### config.mk
export PLATFORM = sky130hd
export DESIGN_NAME = racetrack_req_ctrl_flat
export DESIGN_NICKNAME = d
export VERILOG_FILES = /design/src/rtl/racetrack_defines.sv /design/src/rtl/racetrack_req_ctrl_if.sv /design/src/rtl/racetrack_timeout_cnt.sv /design/src/rtl/racetrack_req_ctrl.sv /design/src/flat_wrapper.sv
export SDC_FILE = /design/constraint.sdc
export NUM_CORES = 1
export LEC_CHECK = 0
export CORE_MARGIN = 2
export CORE_UTILIZATION = 35
export DETAILED_ROUTE_END_ITERATION = 16
export PLACE_DENSITY = 0.75
export SETUP_SLACK_MARGIN = 0.3
export SLEW_MARGIN = 40
export SYNTH_ARGS = -nofsm -noshare
export SYNTH_HDL_FRONTEND = slang
export SYNTH_HIERARCHICAL = 1
export SYNTH_SLANG_ARGS = --single-unit
### constraint.sdc
create_clock -name clk_i -period 3.5 [get_ports clk_i]
set_clock_uncertainty 0.05 [all_clocks]
set_input_delay 0.7 -clock clk_i [delete_from_list [all_inputs] [get_ports clk_i]]
set_output_delay 0.7 -clock clk_i [all_outputs]
set_load 0.02 [all_outputs]
### src/rtl/racetrack_defines.sv
// Shared definitions for the racetrack request controller: logic-in-memory
// function codes and the controller state encoding.
package racetrack_defines;

  localparam int unsigned FUNCT_WIDTH = 8;

  localparam logic [FUNCT_WIDTH-1:0] FUNCT_NONE = 8'h00;
  localparam logic [FUNCT_WIDTH-1:0] FUNCT_AND  = 8'h01;
  localparam logic [FUNCT_WIDTH-1:0] FUNCT_OR   = 8'h02;
  localparam logic [FUNCT_WIDTH-1:0] FUNCT_XOR  = 8'h03;

  typedef enum logic [1:0] {
    StIdle,
    StIssue,
    StWaitValid,
    StResp
  } req_state_e;

endpackage

### src/rtl/racetrack_req_ctrl_if.sv
// Core-side request/response bus plus racetrack bank command bus.
// slave is the controller's view, master is the core/bank side.
interface racetrack_req_ctrl_if #(
  parameter int unsigned N_WIDTH    = 22,
  parameter int unsigned DATA_WIDTH = 32
);

  // Core side
  logic                  data_req_i;
  logic                  data_gnt_o;
  logic [N_WIDTH-1:0]    data_addr_i;
  logic                  data_we_i;
  logic [3:0]            data_be_i;
  logic [DATA_WIDTH-1:0] data_wdata_i;
  logic [7:0]            data_funct_i;
  logic                  data_rvalid_o;
  logic [DATA_WIDTH-1:0] data_rdata_o;
  logic                  data_err_o;

  // Bank side
  logic                  rt_en_o;
  logic                  rt_w_en_o;
  logic [N_WIDTH-1:0]    rt_addr_o;
  logic [3:0]            rt_be_o;
  logic [DATA_WIDTH-1:0] rt_wdata_o;
  logic [7:0]            rt_funct_o;
  logic                  rt_r_valid_i;
  logic [DATA_WIDTH-1:0] rt_rdata_i;

  modport slave (
    input  data_req_i, data_addr_i, data_we_i, data_be_i, data_wdata_i, data_funct_i,
    output data_gnt_o, data_rvalid_o, data_rdata_o, data_err_o,
    output rt_en_o, rt_w_en_o, rt_addr_o, rt_be_o, rt_wdata_o, rt_funct_o,
    input  rt_r_valid_i, rt_rdata_i
  );

  modport master (
    output data_req_i, data_addr_i, data_we_i, data_be_i, data_wdata_i, data_funct_i,
    input  data_gnt_o, data_rvalid_o, data_rdata_o, data_err_o,
    input  rt_en_o, rt_w_en_o, rt_addr_o, rt_be_o, rt_wdata_o, rt_funct_o,
    output rt_r_valid_i, rt_rdata_i
  );

endinterface

### src/rtl/racetrack_timeout_cnt.sv
// Loadable down-counter that saturates at zero; flags when it has expired.
module racetrack_timeout_cnt #(
  parameter int unsigned CNT_WIDTH = 10
) (
  input  logic                 clk_i,
  input  logic                 rstn_i,
  input  logic                 load,
  input  logic [CNT_WIDTH-1:0] load_value,
  input  logic                 dec,
  output logic                 zero
);

  logic [CNT_WIDTH-1:0] cnt_q, cnt_d;

  // Load has priority; decrement stops at zero
  always_comb begin
    cnt_d = cnt_q;
    if (load) begin
      cnt_d = load_value;
    end else if (dec && (cnt_q != '0)) begin
      cnt_d = cnt_q - CNT_WIDTH'(1);
    end
  end

  // Counter register
  always_ff @(posedge clk_i or negedge rstn_i) begin
    if (!rstn_i) begin
      cnt_q <= '0;
    end else begin
      cnt_q <= cnt_d;
    end
  end

  assign zero = (cnt_q == '0);

endmodule

### src/rtl/racetrack_req_ctrl.sv
// Single-outstanding request controller between a core data port and a
// racetrack memory bank, with a per-request completion timeout.
module racetrack_req_ctrl
  import racetrack_defines::*;
#(
  parameter int unsigned N_WIDTH        = 22,
  parameter int unsigned DATA_WIDTH     = 32,
  parameter int unsigned CNT_WIDTH      = 10,
  parameter int unsigned TIMEOUT_CYCLES = 1000
) (
  input logic                  clk_i,
  input logic                  rstn_i,
  racetrack_req_ctrl_if.slave  bus
);

  if (64'(TIMEOUT_CYCLES) >= (64'd1 << CNT_WIDTH)) begin : g_timeout_too_wide
    $error("TIMEOUT_CYCLES does not fit in CNT_WIDTH bits");
  end

  req_state_e state_q, state_d;

  logic [N_WIDTH-1:0]    req_addr_q;
  logic                  req_we_q;
  logic [3:0]            req_be_q;
  logic [DATA_WIDTH-1:0] req_wdata_q;
  logic [7:0]            req_funct_q;

  logic [DATA_WIDTH-1:0] rdata_q, rdata_d;
  logic                  err_q, err_d;

  logic grant;
  logic cnt_load;
  logic cnt_dec;
  logic cnt_zero;
  logic bank_active;

  racetrack_timeout_cnt #(
    .CNT_WIDTH (CNT_WIDTH)
  ) u_timeout_cnt (
    .clk_i      (clk_i),
    .rstn_i     (rstn_i),
    .load       (cnt_load),
    .load_value (CNT_WIDTH'(TIMEOUT_CYCLES)),
    .dec        (cnt_dec),
    .zero       (cnt_zero)
  );

  // Next-state, grant and response capture
  always_comb begin
    state_d  = state_q;
    rdata_d  = rdata_q;
    err_d    = err_q;
    grant    = 1'b0;
    cnt_load = 1'b0;
    cnt_dec  = 1'b0;
    unique case (state_q)
      StIdle, StResp: begin
        // Gated by reset so the grant output is quiet while held in reset
        if (bus.data_req_i && rstn_i) begin
          grant    = 1'b1;
          cnt_load = 1'b1;
          state_d  = StIssue;
        end else begin
          state_d = StIdle;
        end
      end
      StIssue: begin
        state_d = StWaitValid;
      end
      StWaitValid: begin
        cnt_dec = 1'b1;
        // Bank valid takes priority over an expiring counter
        if (bus.rt_r_valid_i) begin
          rdata_d = bus.rt_rdata_i;
          err_d   = 1'b0;
          state_d = StResp;
        end else if (cnt_zero) begin
          rdata_d = '0;
          err_d   = 1'b1;
          state_d = StResp;
        end
      end
      default: state_d = StIdle;
    endcase
  end

  // State, request register and response register
  always_ff @(posedge clk_i or negedge rstn_i) begin
    if (!rstn_i) begin
      state_q     <= StIdle;
      req_addr_q  <= '0;
      req_we_q    <= 1'b0;
      req_be_q    <= '0;
      req_wdata_q <= '0;
      req_funct_q <= '0;
      rdata_q     <= '0;
      err_q       <= 1'b0;
    end else begin
      state_q <= state_d;
      rdata_q <= rdata_d;
      err_q   <= err_d;
      if (grant) begin
        req_addr_q  <= bus.data_addr_i;
        req_we_q    <= bus.data_we_i;
        req_be_q    <= bus.data_be_i;
        req_wdata_q <= bus.data_wdata_i;
        req_funct_q <= bus.data_funct_i;
      end
    end
  end

  // Output decode; bank command fields only visible while a command is live
  always_comb begin
    bank_active       = (state_q == StIssue) || (state_q == StWaitValid);
    bus.data_gnt_o    = grant;
    bus.data_rvalid_o = (state_q == StResp);
    bus.data_err_o    = (state_q == StResp) && err_q;
    bus.data_rdata_o  = rdata_q;
    bus.rt_en_o       = (state_q == StIssue);
    bus.rt_w_en_o     = bank_active && req_we_q;
    bus.rt_addr_o     = bank_active ? req_addr_q  : '0;
    bus.rt_be_o       = bank_active ? req_be_q    : '0;
    bus.rt_wdata_o    = bank_active ? req_wdata_q : '0;
    bus.rt_funct_o    = bank_active ? req_funct_q : '0;
  end

endmodule

### src/flat_wrapper.sv
// flat-port wrapper written by rule: the top's interface ports become plain ports
module racetrack_req_ctrl_flat import racetrack_defines::*;
#(
  parameter int unsigned N_WIDTH        = 22,
  parameter int unsigned DATA_WIDTH     = 32,
  parameter int unsigned CNT_WIDTH      = 10,
  parameter int unsigned TIMEOUT_CYCLES = 1000
)
  (clk_i, rstn_i, bus_data_req_i, bus_data_addr_i, bus_data_we_i, bus_data_be_i, bus_data_wdata_i, bus_data_funct_i, bus_data_gnt_o, bus_data_rvalid_o, bus_data_rdata_o, bus_data_err_o, bus_rt_en_o, bus_rt_w_en_o, bus_rt_addr_o, bus_rt_be_o, bus_rt_wdata_o, bus_rt_funct_o, bus_rt_r_valid_i, bus_rt_rdata_i);
  racetrack_req_ctrl_if #(.N_WIDTH(N_WIDTH), .DATA_WIDTH(DATA_WIDTH)) bus_i ();
  input logic clk_i;
  input logic rstn_i;
  input wire logic [$bits(bus_i.data_req_i)-1:0] bus_data_req_i;
  input wire logic [$bits(bus_i.data_addr_i)-1:0] bus_data_addr_i;
  input wire logic [$bits(bus_i.data_we_i)-1:0] bus_data_we_i;
  input wire logic [$bits(bus_i.data_be_i)-1:0] bus_data_be_i;
  input wire logic [$bits(bus_i.data_wdata_i)-1:0] bus_data_wdata_i;
  input wire logic [$bits(bus_i.data_funct_i)-1:0] bus_data_funct_i;
  output wire logic [$bits(bus_i.data_gnt_o)-1:0] bus_data_gnt_o;
  output wire logic [$bits(bus_i.data_rvalid_o)-1:0] bus_data_rvalid_o;
  output wire logic [$bits(bus_i.data_rdata_o)-1:0] bus_data_rdata_o;
  output wire logic [$bits(bus_i.data_err_o)-1:0] bus_data_err_o;
  output wire logic [$bits(bus_i.rt_en_o)-1:0] bus_rt_en_o;
  output wire logic [$bits(bus_i.rt_w_en_o)-1:0] bus_rt_w_en_o;
  output wire logic [$bits(bus_i.rt_addr_o)-1:0] bus_rt_addr_o;
  output wire logic [$bits(bus_i.rt_be_o)-1:0] bus_rt_be_o;
  output wire logic [$bits(bus_i.rt_wdata_o)-1:0] bus_rt_wdata_o;
  output wire logic [$bits(bus_i.rt_funct_o)-1:0] bus_rt_funct_o;
  input wire logic [$bits(bus_i.rt_r_valid_i)-1:0] bus_rt_r_valid_i;
  input wire logic [$bits(bus_i.rt_rdata_i)-1:0] bus_rt_rdata_i;
  assign bus_i.data_req_i = bus_data_req_i;
  assign bus_i.data_addr_i = bus_data_addr_i;
  assign bus_i.data_we_i = bus_data_we_i;
  assign bus_i.data_be_i = bus_data_be_i;
  assign bus_i.data_wdata_i = bus_data_wdata_i;
  assign bus_i.data_funct_i = bus_data_funct_i;
  assign bus_data_gnt_o = bus_i.data_gnt_o;
  assign bus_data_rvalid_o = bus_i.data_rvalid_o;
  assign bus_data_rdata_o = bus_i.data_rdata_o;
  assign bus_data_err_o = bus_i.data_err_o;
  assign bus_rt_en_o = bus_i.rt_en_o;
  assign bus_rt_w_en_o = bus_i.rt_w_en_o;
  assign bus_rt_addr_o = bus_i.rt_addr_o;
  assign bus_rt_be_o = bus_i.rt_be_o;
  assign bus_rt_wdata_o = bus_i.rt_wdata_o;
  assign bus_rt_funct_o = bus_i.rt_funct_o;
  assign bus_i.rt_r_valid_i = bus_rt_r_valid_i;
  assign bus_i.rt_rdata_i = bus_rt_rdata_i;
  racetrack_req_ctrl #(.N_WIDTH(N_WIDTH), .DATA_WIDTH(DATA_WIDTH), .CNT_WIDTH(CNT_WIDTH), .TIMEOUT_CYCLES(TIMEOUT_CYCLES)) u_core (.clk_i(clk_i), .rstn_i(rstn_i), .bus(bus_i));
endmodule
==> flow_metrics.env, run 1 <==
export IMPL_outcome="finished, final reports clean"
export IMPL_cts_num_sinks=112
export IMPL_synth_largest_area_cell="dfrtp_1"
export IMPL_switching_share_pct=38.01
export IMPL_fmax_mhz=335.3
export IMPL_synth_xor_area_share_pct=0.5329
export IMPL_synth_simple_area_share_pct=12.51
export IMPL_top_layer="met4"
export IMPL_cts_resized=0
export IMPL_synth_avg_cell_area_sq_um=13.04
export IMPL_placedCellCount=755
export IMPL_ant_nets=0
export IMPL_ys_ff_latch=112
export IMPL_clkTransAtPathRegs_ns=0.07
export IMPL_insertion_delay_ns=0.34
export IMPL_die_area_sq_um=15050
export IMPL_num_fill_cells=1125
export IMPL_cts_made_buffers=9
export IMPL_ios=206
export IMPL_antenna_found_initial=0
export IMPL_ys_warnings_count=6
export IMPL_clock_power_share_pct=13.5
export IMPL_dr_pass1_iters=4
export IMPL_p_leak_nw=3.152
export IMPL_numPortBuffers=205
export IMPL_slew_violations=0
export IMPL_synth_edf_count=0
export IMPL_worstPathMaxFanout=38
export IMPL_p_switching_mw=3.004
export IMPL_coreArea_sq_um=13830
export IMPL_ys_top_cells_by_area="dfrtp_1 57%, mux2_2 13%, nor2b_1 8.2%, a22o_1 5.7%, mux2_4 3.0%"
export IMPL_peakVddDrop_v=0.0005666
export IMPL_critPathKind="reg2out"
export IMPL_drive_gt1_share_pct=17.26
export IMPL_crit_start="u_core/state_q[0]"
export IMPL_slew_headroom_pct=54.90
export IMPL_period_minus_slack_ns=2.983
export IMPL_clockBufferDepth=2
export IMPL_synth_top_area_share_pct=56.84
export IMPL_worstMarginPinSlew_ns=0.6764
export IMPL_grt_pass1_vias=3812
export IMPL_final_cell_mix="204 x clkdlybuf4s50_1, 112 x dfrtp_1, 65 x nor2b_1"
export IMPL_hold_ws_ns=0.09438
export IMPL_nNetsFinal=693
export IMPL_yosysSeqAreaShare_pct=56.84
export IMPL_wire_per_inst_um=15.71
export IMPL_critPathArrivalTime_ns=2.23
export IMPL_syn_to_final_growth_pct=52.17
export IMPL_rsz0062_at_grt="false"
export IMPL_grt_pass1_wl_mm=19.09
export IMPL_start_util_pct=35.66
export IMPL_cap_violations=0
export IMPL_crit_path_end_kind="output pin"
export IMPL_dr_first_iter_drc_count=123
export IMPL_start_kind="flop"
export IMPL_wirelength_met1_mm=5.129
export IMPL_hold_path_class="in2async"
export IMPL_synthAdderAreaFrac_pct=1.015
export IMPL_path_delay_family="buffers and inverters"
export IMPL_fin_tns_setup_ns=0
export IMPL_vias_per_cell=4.693
export IMPL_final_common_cell="clkdlybuf4s50_1"
export IMPL_hold_buffers=0
export IMPL_wl_met3_mm=1.120
export IMPL_grt_ovfl_total=0
export IMPL_wl_mm=12.12
export IMPL_period_share_pct=85.22
export IMPL_place_congestion=0.7800
export IMPL_path_cells="inv_1 -> ha_4 -> buf_12 -> and2b_1 -> clkdlybuf4s50_1"
export IMPL_grt_max_degree=74
export IMPL_syn_inst=378
export IMPL_drc_errors=0
export IMPL_r2r_start="u_core/u_timeout_cnt/cnt_q[6]"
export IMPL_cts_htree_levels=3
export IMPL_synth_cell_types=44
export IMPL_synth_top_family_by_area="multiplexers"
export IMPL_p_comb_share_pct=57.6
export IMPL_num_vias=3618
export IMPL_die_w_um=122.7
export IMPL_worst_path_buf_inv=3
export IMPL_cts_tree="yes"
export IMPL_synth_compound_area_share_pct=8.779
export IMPL_ys_flop_type="dfrtp_1"
export IMPL_cp_slowest_stage_delay_ns=0.53
export IMPL_final_hold_violation_count=0
export IMPL_die_y_um=122.7
export IMPL_p_int_mw=4.900
export IMPL_grt_use_total_pct=16.38
export IMPL_row_count=43
export IMPL_diodes=0
export IMPL_clock_root_buffer="clkbuf_16"
export IMPL_p_seq_share_pct=28.9
export IMPL_finalSetupViolCount=0
export IMPL_dp_hpwl_mm=8.689
export IMPL_required_ns=2.75
export IMPL_cpMaxStageDelayCell="clkdlybuf4s50_1"
export IMPL_route_met2_wl_mm=5.697
export IMPL_post_synth_instance_area_sq_um=4931
export IMPL_async_flop_share_pct=100.0
export IMPL_cts_setup_buffers=0
export IMPL_stdcell_count=771
export IMPL_synthMuxAreaShare_pct=16.72
export IMPL_power_density_nw_per_um2=1053
## metrics by stage
step / setup WS, ns / total power, mW / util (%) / instance area, sq um
5_1_grt: 0.3903 / 8.407 / 54.27 / 7503
2_1_floorplan: 1.186 / 4.837 / - / 4961
6_report: 0.5173 / 7.904 / 54.27 / 7503
3_3_place_gp: 0.7532 / 6.767 / 51.90 / 7176
4_1_cts: 0.3244 / 7.972 / 54.19 / 7493
3_5_place_dp: 0.7093 / 6.850 / 51.92 / 7179
## final timing paths
check / slack, ns / depth (start not counted) / to
setup / recovery: 0.52 / 5 / bus_rt_wdata_o[21]
hold / removal: 0.09 / 1 / u_core/req_addr_q[8]
setup reg to reg: 1.20 / 6 / u_core/bus.data_rdata_o[9]
hold reg to reg: 0.45 / 1 / u_core/bus.data_rdata_o[2]
max in group asynchronous: 1.92 / 3 / u_core/req_wdata_q[18]
min in group clk_i: 0.45 / 1 / u_core/bus.data_rdata_o[2]
## synth_stat cells, types with 2 or more instances
cell type / instances
dfrtp_1: 112
a21o_1: 2
o31a_1: 2
nand2_1: 9
buf_6: 2
nor2_1: 7
buf_4: 5
o21ai_0: 6
conb_1: 2
mux2_4: 10
a22o_1: 32
and2b_1: 4
xor2_1: 2
nand3_1: 2
ha_1: 4
inv_1: 7
buf_2: 3
clkbuf_1: 13
a21oi_1: 4
nor2b_1: 65
mux2_2: 59
nand4_1: 2
o21ai_1: 2
and2_1: 2
## logic make-up after synthesis
logic type | after synthesis
and+or+nand+nor | 101
muxes | 70
xor gates and xnor gates | 3
other | 2
adders and majority gates | 4
AOI/OAI and AO/OA | 55
DFF | 112
buffers and inverters | 31
## area by class of cell
cell class                 count  area, sq um  area share [%]
clock buffer                  11        252.7           3.368
clock inverter                 5        61.31          0.8171
inverter                       7        26.28          0.3502
multi-input combinational    243         2009           26.78
sequential                   112         2803           37.35
tap                          180        225.2           3.001
timing repair buffer         213         2126           28.33
## routing by layer
layer | vias up | GRT usage, %
li1 | 1720 | -
met1 | 1727 | 20.63
met2 | 155 | 25.66
met3 | 16 | 7.435
met4 | 0 | 4.023
met5 | - | 0
## flip-flops by register name, indices dropped and copies added, names as in the netlist
register                    flops
u_core/bus.data_rdata_o        32
u_core/req_wdata_q             32
u_core/req_addr_q              22
u_core/u_timeout_cnt/cnt_q     10
u_core/req_funct_q              8
u_core/req_be_q                 4
u_core/state_q                  2
u_core/err_q                    1
u_core/req_we_q                 1
## power groups by stage
| stage | Sequential, mW | Combinational (mW) | Clock [mW] |
|---|---|---|---|
| floorplan | 2.43 | 2.40 | 0 |
| global placement | 2.28 | 4.49 | 0 |
| detailed placement | 2.31 | 4.54 | 0 |
| CTS | 2.29 | 4.57 | 1.11 |
| global route | 2.38 | 4.87 | 1.16 |
| finish | 2.29 | 4.55 | 1.07 |
Note: power is estimated with default switching activity, not from simulation.
==> run 2, diff against run 1 <==
--- a/config.mk
+++ b/config.mk
@@ -8,6 +8,7 @@
 export CORE_MARGIN = 2
 export CORE_UTILIZATION = 35
 export DETAILED_ROUTE_END_ITERATION = 16
+export GPL_ROUTABILITY_DRIVEN = 0
 export PLACE_DENSITY = 0.75
 export SETUP_SLACK_MARGIN = 0.3
 export SLEW_MARGIN = 40
==> constraint.sdc (replaced) <==
create_clock -name clk_i -period 3 [get_ports clk_i]
set_clock_uncertainty 0.05 [all_clocks]
set_input_delay 0.6 -clock clk_i [delete_from_list [all_inputs] [get_ports clk_i]]
set_output_delay 0.6 -clock clk_i [all_outputs]
set_load 0.02 [all_outputs]
==> run 2 against run 1 <==
Net effect: setup slack worse by 0.086 ns; die area unchanged; clock power up 13%; wire length down 0.92%; sequential share of layout area up 0.46 points; core utilization down 0.66 points; combinational power up 5.9%; first-iteration DRC count down 13%; critical path depth unchanged; non-clock buffer count down 1; sequential power up 17%; final cell count down 0.13%.
==> flow_metrics.env, run 2 (same netlist as run 1, synthesis figures left out) <==
export IMPL_outcome="finished, final reports clean"
export IMPL_antenna_found_initial=0
export IMPL_fin_util_pct=53.61
export IMPL_grt_pass1_wl_mm=18.84
export IMPL_cts_setup_buffers=0
export IMPL_clockBufferDepth=2
export IMPL_wire_per_inst_um=15.59
export IMPL_wirelength_met1_mm=4.859
export IMPL_dr_first_iter_drc_count=107
export IMPL_final_cell_mix="136 x clkdlybuf4s50_1, 112 x dfrtp_1, 66 x dlygate4sd2_1"
export IMPL_wl_met3_mm=1.023
export IMPL_cts_num_sinks=112
export IMPL_rsz0062_at_grt="false"
export IMPL_hold_ws_ns=0.3850
export IMPL_top_layer="met4"
export IMPL_power_total_mw=8.712
export IMPL_hold_path_class="in2async"
export IMPL_placedCellCount=754
export IMPL_period_minus_slack_ns=2.569
export IMPL_cts_tree="yes"
export IMPL_final_common_cell="clkdlybuf4s50_1"
export IMPL_worstPathMaxFanout=38
export IMPL_clkTransAtPathRegs_ns=0.07
export IMPL_stdcell_count=770
export IMPL_fin_ws_ns=0.4314
export IMPL_clock_root_buffer="clkbuf_16"
export IMPL_drive_gt1_share_pct=17.29
export IMPL_num_vias=3623
export IMPL_numPortBuffers=205
export IMPL_grt_pass1_vias=3805
export IMPL_dr_pass1_iters=4
export IMPL_route_met2_wl_mm=5.980
export IMPL_fin_area_sq_um=7412
export IMPL_slew_violations=0
export IMPL_die_y_um=122.7
export IMPL_critPathKind="reg2out"
export IMPL_grt_max_degree=90
export IMPL_critPathArrivalTime_ns=1.92
export IMPL_start_kind="flop"
export IMPL_cts_htree_levels=3
export IMPL_row_count=43
export IMPL_insertion_delay_ns=0.34
export IMPL_multi_input_area_sq_um=1999
export IMPL_fmax_mhz=389.3
export IMPL_diodes=0
export IMPL_coreArea_sq_um=13830
export IMPL_peakVddDrop_v=0.0008122
export IMPL_vias_per_cell=4.705
export IMPL_num_fill_cells=1204
export IMPL_die_area_sq_um=15050
export IMPL_dpl_worst_slack_ns=0.3985
export IMPL_period_share_pct=85.62
export IMPL_post_dp_cell_area_sq_um=7181
export IMPL_crit_path_end_kind="output pin"
export IMPL_grt_ovfl_total=0
export IMPL_worstMarginPinSlew_ns=0.7290
export IMPL_final_hold_violation_count=0
export IMPL_drc_errors=0
export IMPL_die_w_um=122.7
export IMPL_dp_hpwl_mm=8.643
export IMPL_syn_to_final_growth_pct=50.32
export IMPL_power_density_nw_per_um2=1175
export IMPL_wl_mm=12.00
export IMPL_cap_violations=0
export IMPL_ios=206
export IMPL_cts_made_buffers=9
export IMPL_slew_headroom_pct=51.40
export IMPL_required_ns=2.35
export IMPL_fin_tns_setup_ns=0
export IMPL_start_util_pct=35.66
export IMPL_regArea_sq_um=2803
export IMPL_p_leak_nw=3.367
export IMPL_finalSetupViolCount=0
export IMPL_grt_use_total_pct=16.20
export IMPL_ant_nets=0
export IMPL_nNetsFinal=692
==> run 2: power breakdown <==
| part | internal (mW) | switching (mW) |
|---|---|---|
| clock | 0.657 | 0.550 |
| combinational | 2.31 | 2.51 |
| sequential | 2.26 | 0.420 |
==> run 2: final timing paths <==
kind / from / end / slack, ns / cells past startpoint
setup / recovery: u_core/state_q[0] / bus_rt_wdata_o[25] / 0.43 / 5
hold / removal: rstn_i / u_core/u_timeout_cnt/cnt_q[7] / 0.38 / 2
setup reg to reg: u_core/state_q[0] / u_core/req_wdata_q[16] / 0.72 / 6
hold reg to reg: u_core/err_q / u_core/err_q / 0.45 / 2
max in group asynchronous: rstn_i / u_core/req_addr_q[19] / 1.33 / 3
min in group clk_i: u_core/err_q / u_core/err_q / 0.45 / 2
==> run 2: area by class of cell <==
class | count | share of cell area (%)
Tap cell | 180 | 3.038
Clock inverter | 7 | 1.063
Clock buffer | 9 | 3.038
Timing Repair Buffer | 212 | 27.72
Inverter | 7 | 0.3545
Sequential cell | 112 | 37.81
Multi-Input combinational cell | 243 | 26.98
==> run 2: timing repair <==
action | in CTS | in global routing
endpoints found under the hold margin | 0 | 0
gates cloned | 0 | 0
setup endpoints to repair | 68 | 2
hold buffers | 0 | 0
gates resized for setup | 70 | 3
==> run 2: worst max-delay path, cell delays in order, from the launching register on <==
cell	delay, ns
dfrtp_1	0.39
inv_1	0.09
ha_2	0.38
buf_12	0.19
and2b_1	0.20
dlygate4sd2_1	0.31
==> run 2: routing by layer <==
metal / global-route usage (%) / up-vias
li1: - / 1721
met1: 19.27 / 1749
met2: 27.49 / 141
met3: 5.483 / 12
met4: 5.244 / 0
met5: 0 / -
